--- config.mk ---
export PLATFORM = sky130hd
export DESIGN_NAME = apb_event_master
export DESIGN_NICKNAME = d
export VERILOG_FILES = /design/src/rtl/apb_event_master.sv
export SDC_FILE = /design/constraint.sdc
export NUM_CORES = 1
export LEC_CHECK = 0
export CORE_ASPECT_RATIO = 1.75
export CORE_MARGIN = 8
export CORE_UTILIZATION = 35
export DETAILED_ROUTE_END_ITERATION = 8
export SLEW_MARGIN = 20
export SYNTH_ARGS = -nofsm -noshare
export SYNTH_HDL_FRONTEND = slang
export SYNTH_SLANG_ARGS = --single-unit
--- constraint.sdc ---
create_clock -name clk -period 6.1 [get_ports clk]
set_input_delay 0.915 -clock clk [delete_from_list [all_inputs] [get_ports clk]]
set_output_delay 0.915 -clock clk [all_outputs]
set_load 0.02 [all_outputs]
--- src/rtl/apb_event_master.sv ---
`default_nettype none
// +--------------------------------------------------------------------------+
// | Module   : apb_event_master                                              |
// | Summary  : N-channel event counter with round-robin APB write master.    |
// |            Optional ACCESS-phase timeout via macro APB_TIMEOUT_EN.       |
// | Revision : 1.0 - initial release                                         |
// +--------------------------------------------------------------------------+
module apb_event_master #(
    parameter int                NUM_EVENTS     = 3,
    parameter int                ADDR_W         = 32,
    parameter int                DATA_W         = 32,
    parameter logic [ADDR_W-1:0] BASE_ADDR      = '0,
    parameter int                ADDR_STRIDE    = 4,
    parameter int                CNT_W          = 8,
    parameter int                TIMEOUT_CYCLES = 16
) (
    input  logic                  clk,
    input  logic                  reset,
    input  logic [NUM_EVENTS-1:0] event_i,
    input  logic                  apb_pready_i,
    output logic                  apb_psel_o,
    output logic                  apb_penable_o,
    output logic [ADDR_W-1:0]     apb_paddr_o,
    output logic                  apb_pwrite_o,
    output logic [DATA_W-1:0]     apb_pwdata_o,
    output logic [NUM_EVENTS-1:0] overflow_o,
    output logic                  busy_o,
    output logic                  timeout_o
);

    localparam int c_ptr_w = (NUM_EVENTS > 1) ? $clog2(NUM_EVENTS) : 1;
    localparam logic [CNT_W-1:0] c_cnt_max = {CNT_W{1'b1}};
    localparam logic [CNT_W-1:0] c_cnt_one = {{(CNT_W-1){1'b0}}, 1'b1};

    if (NUM_EVENTS < 1 || NUM_EVENTS > 256 || DATA_W < CNT_W + 8 ||
        TIMEOUT_CYCLES < 1) begin : g_param_check
        $error("apb_event_master: illegal parameter combination");
    end

    typedef enum logic [1:0] {
        S_IDLE   = 2'd0,
        S_SETUP  = 2'd1,
        S_ACCESS = 2'd2
    } state_t;

    state_t                r_state;
    state_t                w_state_nxt;
    logic [CNT_W-1:0]      r_pend [NUM_EVENTS];
    logic [NUM_EVENTS-1:0] r_ovf;
    logic [c_ptr_w-1:0]    r_ptr;
    logic [ADDR_W-1:0]     r_paddr;
    logic [DATA_W-1:0]     r_pwdata;
    logic                  r_timeout;

    logic [c_ptr_w-1:0]    w_grant;
    logic                  w_any;
    logic                  w_load;
    logic                  w_expire;
    logic [ADDR_W-1:0]     w_addr;
    logic [DATA_W-1:0]     w_wdata;

    // Round-robin search starting just after the last granted channel.
    always_comb begin : p_grant
        int v_idx;
        v_idx   = 0;
        w_grant = '0;
        w_any   = 1'b0;
        for (int i = 0; i < NUM_EVENTS; i++) begin
            v_idx = int'(r_ptr) + 1 + i;
            if (v_idx >= NUM_EVENTS) v_idx = v_idx - NUM_EVENTS;
            if (!w_any && (r_pend[v_idx] != '0)) begin
                w_any   = 1'b1;
                w_grant = c_ptr_w'(v_idx);
            end
        end
    end

    always_comb begin
        w_addr  = BASE_ADDR + ADDR_W'(w_grant) * ADDR_W'(ADDR_STRIDE);
        w_wdata = '0;
        w_wdata[DATA_W-1 -: 8] = 8'(w_grant);
        w_wdata[CNT_W-1:0]     = r_pend[w_grant];
    end

`ifdef APB_TIMEOUT_EN
    localparam int c_tc_w = $clog2(TIMEOUT_CYCLES + 1);
    logic [c_tc_w-1:0] r_tcnt;

    // Expiry fires on the edge closing the last permitted wait cycle.
    assign w_expire = (r_state == S_ACCESS) && !apb_pready_i &&
                      (r_tcnt == c_tc_w'(TIMEOUT_CYCLES - 1));

    always_ff @(posedge clk) begin
        if (reset) begin
            r_tcnt <= '0;
        end else if ((r_state == S_ACCESS) && !w_expire) begin
            r_tcnt <= r_tcnt + 1'b1;
        end else begin
            r_tcnt <= '0;
        end
    end
`else
    assign w_expire = 1'b0;
`endif

    always_comb begin
        w_state_nxt   = r_state;
        w_load        = 1'b0;
        apb_psel_o    = 1'b0;
        apb_penable_o = 1'b0;
        apb_pwrite_o  = 1'b0;
        case (r_state)
            S_IDLE: begin
                if (w_any) begin
                    w_state_nxt = S_SETUP;
                    w_load      = 1'b1;
                end
            end
            S_SETUP: begin
                apb_psel_o   = 1'b1;
                apb_pwrite_o = 1'b1;
                w_state_nxt  = S_ACCESS;
            end
            S_ACCESS: begin
                apb_psel_o    = 1'b1;
                apb_penable_o = 1'b1;
                apb_pwrite_o  = 1'b1;
                if (apb_pready_i || w_expire) begin
                    if (w_any) begin
                        w_state_nxt = S_SETUP;
                        w_load      = 1'b1;
                    end else begin
                        w_state_nxt = S_IDLE;
                    end
                end
            end
            default: w_state_nxt = S_IDLE;
        endcase
    end

    always_ff @(posedge clk) begin
        if (reset) begin
            r_state   <= S_IDLE;
            r_timeout <= 1'b0;
        end else begin
            r_state   <= w_state_nxt;
            r_timeout <= w_expire;
        end
    end

    always_ff @(posedge clk) begin
        if (reset) begin
            r_ptr    <= c_ptr_w'(NUM_EVENTS - 1);
            r_paddr  <= '0;
            r_pwdata <= '0;
        end else if (w_load) begin
            r_ptr    <= w_grant;
            r_paddr  <= w_addr;
            r_pwdata <= w_wdata;
        end
    end

    // The granted counter restarts from this cycle's event so none is lost.
    always_ff @(posedge clk) begin
        if (reset) begin
            for (int n = 0; n < NUM_EVENTS; n++) r_pend[n] <= '0;
            r_ovf <= '0;
        end else begin
            for (int n = 0; n < NUM_EVENTS; n++) begin
                if (w_load && (w_grant == c_ptr_w'(n))) begin
                    r_pend[n] <= event_i[n] ? c_cnt_one : '0;
                end else if (event_i[n]) begin
                    if (r_pend[n] == c_cnt_max) begin
                        r_ovf[n] <= 1'b1;
                    end else begin
                        r_pend[n] <= r_pend[n] + 1'b1;
                    end
                end
            end
        end
    end

    assign apb_paddr_o  = r_paddr;
    assign apb_pwdata_o = r_pwdata;
    assign overflow_o   = r_ovf;
    assign busy_o       = (r_state != S_IDLE) || w_any;
    assign timeout_o    = r_timeout;

endmodule
`default_nettype wire
=== Word level (Yosys, flattened, before mapping) ===
Memories as Yosys holds them, arrays and structs flattened. A register that Yosys moved wholly into a read port is not among the register bits.
Index checks and enable logic that the tools add are counted.

* Output and inout port bits: 72
* Register bits: 19
* Word-level logic and storage cells: 110
* Bits in writable memories: 24
* Memories: 1

* Magnitude comparators: 3
* Bitwise logic cells: 9
* Muxes and demuxes: 53
* Add/subtract/negate cells: 9
* Reduce and logical (&&, ||, !) cells: 19
* Eq/ne operators: 9

{| class="wikitable"
|+ Memory list
! name !! words !! width !! rd ports !! clocked after memory_dff !! write ports !! line !! source
|-
| r_pend || 3 || 8 || 7 || 1 || 3 || 48 || <nowiki>logic [CNT_W-1:0] r_pend [NUM_EVENTS];</nowiki>
|}

{| class="wikitable"
|+ Operators with widths
! kind !! number
|-
| two-way mux 8 bit || 6
|-
| two-way mux 1 bit || 37
|-
| adder 8 x 1 -> 8 bit, second input constant || 3
|-
| == test 8 bit, second input constant || 3
|-
| nonzero test 8 bit || 3
|-
| two-way mux 2 bit || 8
|-
| AND reduction 3 bit || 3
|-
| greater-or-equal comparator 4 x 2 -> 1 bit, second input constant || 2
|-
| bitwise OR 1 bit || 6
|-
| one-hot mux 2 bit (3 select lines) || 1
|-
| subtractor 2 bit, second input constant || 3
|-
| logical AND 1 bit || 5
|-
| adder 3 x 1 -> 4 bit, second input constant || 1
|-
| adder 3 x 2 -> 4 bit, second input constant || 1
|-
| == test 2 x 1 -> 1 bit, second input constant || 2
|-
| == test 2 bit, second input constant || 2
|-
| logical NOT 2 bit || 2
|-
| inequality test 2 bit, second input constant || 2
|-
| adder 2 x 1 -> 3 bit, second input constant || 1
|-
| greater-or-equal comparator 3 x 2 -> 1 bit, second input constant || 1
|-
| inverter 1 bit || 3
|-
| logical NOT 1 bit || 2
|-
| one-hot mux 1 bit (2 select lines) || 1
|-
| AND reduction 2 bit || 1
|-
| other kinds (3) || 3
|}

=== Depth between registers and ports, before layout ===
An unclocked memory read counts as a cell.

* Depth in word-level cells: 21
* Mapped depth: 11

=== Least setup slack after synthesis ===
OpenSTA, ideal clock, no wires.

* Path type: register to register
* Start: register r_ptr[0]
* End: memory r_pend[2][0], enable pin
* Period minus slack after synthesis: 3.517 ns
* Library setup time: 0.404 ns
* Stages on the path, launching flop included: 9
* Arrival time: 3.113 ns
* Buffers on the path: 1
* Setup slack: 2.583 ns
* Data required time: 5.696 ns
* Cells stage by stage: dfxtp_1 > inv_1 > ha_1 > inv_1 > mux2_2 > o221ai_2 > nand2_2 > buf_2 > o311ai_0

{| class="wikitable"
|+ RTL lines
! element !! line !! source
|-
| from (decl) || 50 || <nowiki>logic [c_ptr_w-1:0] r_ptr;</nowiki>
|-
| from (signal assigned) || 153 || <nowiki>r_ptr <= c_ptr_w'(NUM_EVENTS - 1);</nowiki>
|-
| from (signal assigned) || 157 || <nowiki>r_ptr <= w_grant;</nowiki>
|-
| to (decl) || 48 ||
|}

==> impl_metrics.toml <==
[routing]
ant_nets = 0
dr.pass1.iters = 4
drc = 0
route.vias.total = 2362
routed_wl_mm = 7.38
wire_per_inst_um = 15.5
post_drt_via_cell_ratio = 4.95
drtIter0Drc = 118

[worst_setup_path]
critPathMaxFanout = 6
regToRegEndpoint = "r_pend[0][6]"
path_class = "flop to primary output"
reg2reg_from = "r_ptr[0]"
path_depth = 6
crit_required_ps = 5180
cpLargestDelayFamily = "simple AND/OR/NAND/NOR gates"
path_buf_inv = 1
critPathMaxStageDelay_ps = 640
ff2ff_path_depth = 8
setup.worst_path.start_class = "flop"
timing.critical_path.cells = "or4_1, or3_1, o32ai_1, o221ai_2, or2_2, clkdlybuf4s50_1"
end_kind = "primary output"
timing.reg2reg.setup_slack_ps = 2350
critical_path_arrival_ps = 3180
crit_path_top_delay_cell = "sky130_fd_sc_hd__or4_1"

[logic_synthesis]
synthDominantCellAreaShare_pct = 23.8
synthArstFlopShare_pct = 0
ys_top_cells_by_area = "sky130_fd_sc_hd__edfxtp_1, sky130_fd_sc_hd__buf_4, sky130_fd_sc_hd__dfxtp_1"
synth_flop_cell = "sky130_fd_sc_hd__edfxtp_1"
postSynthAreaPerCell_um2 = 8.84
synth_common_cells = "sky130_fd_sc_hd__buf_4, sky130_fd_sc_hd__nor2_1, sky130_fd_sc_hd__edfxtp_1"
netlist_area_um2 = 3030
synth_edf_count = 24
synth.ff_latch_count = 40
yosys_warnings = 0
syn_inst = 343
synthDominantAreaCellType = "sky130_fd_sc_hd__edfxtp_1"
post_synth_num_cell_types = 54
synth.most_common_cell = "sky130_fd_sc_hd__buf_4"
seq_area_frac_synth_pct = 34.3

[cells_and_area]
n_antenna_cell = 0
layout.filler_cells = 903
syn2layout_area_growth_pct = 7.84
finalNetCount = 377
drive_gt1_share_pct = 6.94
final-instance-count-excl-fill = 477
multiInputGateArea_um2 = 1630
sequential_cell_area_um2 = 1040

[min_path]
min_delay_worst_endpoint = "overflow_o[1]"
hold-path-cell-count = 2
min_delay_startpoint = "overflow_o[1]"
min-delay-path-class = "flop to flop"

[grt]
grtUsageMet3_pct = 2.08
maximum_number_of_pins_on_one_net_before_global_route_repair = 38
vias_in_the_first_global_route = 2344
number_of_antenna_violations_at_the_first_check_in_global_routing = 0
first_pass_grt_wire_length_mm = 11.7
gr-usage-met2_pct = 21.9
grt_util_met1_pct = 12.2
global_route.peak_usage_layer = "met2"
grt.overflow.total = 0
globalRouteTotalUtil_pct = 12.3

[power_and_ir_drop]
vdd_ir_drop_max_v = 0.000201
power.total_w = 0.00160
pwr_density_cell_nw_per_um2 = 489
p_leak_nw = 1.24

[timing]
maxSlewHeadroom_pct = 41.5
period_needed_ps = 4090
achievable-frequency_ghz = 0.244
setup_ws_ps = 2010
rsz0062_at_grt = "false"
final-max-slew-violation-count = 0
hold_ws_ps = 448
timing.final.hold_violations = 0
worstMarginPinSlew_ps = 870
setup_viol_count_final = 0
final.setup.tns_ps = 0
finalCritPeriodShare_pct = 67.1
finalClockSkew_ps = 6.77

[clock_tree]
clkSinkCount = 40
postCtsHoldBufs = 0
clock_latency_ps = 290
root_buffer_cell = "sky130_fd_sc_hd__clkbuf_16"
post_cts.repair.setup_buffers = 0
clk_pin_slew_worst_paths_ps = 60
clock_tree_from_tritoncts = "done"
htreeDepth = 2
ctsResizeCount = 0
tritoncts.num_buffers = 5
clk_path_buf_depth = 2

[placed_design]
io_buffers = 24
finalWeightedCongestion = 0.912
placed_cells_incl_taps = 470
place_worst_setup_slack_ps = 2330
hpwlAfterDp_mm = 5.77

[floorplanning]
core.rowCount = 45
design.core.area_um2 = 8560
fp.dieW_um = 86.4
floorplan.die_area_um2 = 12000
initial_utilization_pct = 35.4
io_pins = 78
die_height_um = 139

[flow_run]
drv_cap = 0

[run_status]
run_status = "completed"
[registers in the layout, summed over array words and instances (netlist names)]
name and flops:
apb_pwdata_o 9, overflow_o 3, r_pend 24, r_ptr 2, r_state 2
[routing by layer]
metal  wire [um]  up-vias
li1            -     1143
met1        2790     1114
met2        3780       88
met3         476       17
met4         327        0
met5           0        -
[worst register-to-register path: stages (launching register included)]
cell and delay (ps):
sky130_fd_sc_hd__dfxtp_1 510, sky130_fd_sc_hd__inv_1 170, sky130_fd_sc_hd__ha_1 430, sky130_fd_sc_hd__inv_1 150, sky130_fd_sc_hd__mux2_2 350, sky130_fd_sc_hd__o221ai_2 290
sky130_fd_sc_hd__nand2_2 460, sky130_fd_sc_hd__o311a_4 580, sky130_fd_sc_hd__or3_1 500
[area by class of cell]
| class | instances | area share, % |
|---|---|---|
| Timing Repair Buffer | 26 | 7.80 |
| Clock inverter | 1 | 0.153 |
| Sequential cell | 40 | 31.8 |
| Tap cell | 117 | 4.48 |
| Multi-Input combinational cell | 270 | 49.8 |
| Inverter | 17 | 1.95 |
| Clock buffer | 6 | 3.94 |
[how the worst max path moves through the flow]
| stage | endpoint | slack (ps) | from |
|---|---|---|---|
| 2_1_floorplan | r_pend[2][0] | 2580 | r_ptr[0] |
| 3_3_place_gp | busy_o | 2370 | r_pend[2][2] |
| 3_5_place_dp | busy_o | 2330 | r_pend[2][2] |
| 4_1_cts | busy_o | 2020 | r_pend[2][2] |
| 5_1_grt | busy_o | 1870 | r_ptr[0] |
| 6_report | busy_o | 2010 | r_pend[2][2] |
[cells by family after synthesis]
family / after synthesis / synth area share (%)
simple gates: 124 / 20.4
flops: 40 / 34.3
other cells: 1 / 0.124
mux: 4 / 1.36
xor+xnor: 18 / 5.20
buf+inv: 85 / 18.4
compound gates: 60 / 15.7
fa+ha+maj: 11 / 4.54
[power breakdown]
group	total (W)	internal (W)	switching, W
combinational	0.000823	0.000287	0.000536
sequential	0.000525	0.000401	0.000124
clock	0.000250	0.000149	0.000101
total	0.00160	0.000837	0.000761
[through the flow]
stage	area [um^2]	utilization, %
after floorplan	3230	-
after global placement	3140	36.7
after detailed placement	3140	36.7
after CTS	3270	38.2
after global routing	3270	38.2
final	3270	38.2
[cell usage in the layout, fill, tap and decap left out, types with 4 or more instances in the layout]
cell,n
sky130_fd_sc_hd__a21oi_1,10
sky130_fd_sc_hd__a32o_1,4
sky130_fd_sc_hd__and2_1,6
sky130_fd_sc_hd__clkbuf_16,5
sky130_fd_sc_hd__clkdlybuf4s50_1,24
sky130_fd_sc_hd__conb_1,53
sky130_fd_sc_hd__dfxtp_1,16
sky130_fd_sc_hd__edfxtp_1,24
sky130_fd_sc_hd__ha_1,11
sky130_fd_sc_hd__inv_1,17
sky130_fd_sc_hd__nand2_1,22
sky130_fd_sc_hd__nand3_1,21
sky130_fd_sc_hd__nand4_1,5
sky130_fd_sc_hd__nor2_1,40
sky130_fd_sc_hd__nor3_1,5
sky130_fd_sc_hd__nor4_1,5
sky130_fd_sc_hd__o21ai_0,11
sky130_fd_sc_hd__o311ai_0,5
sky130_fd_sc_hd__xnor2_1,9
sky130_fd_sc_hd__xor2_1,9
Note: power is estimated with default switching activity, not from simulation.
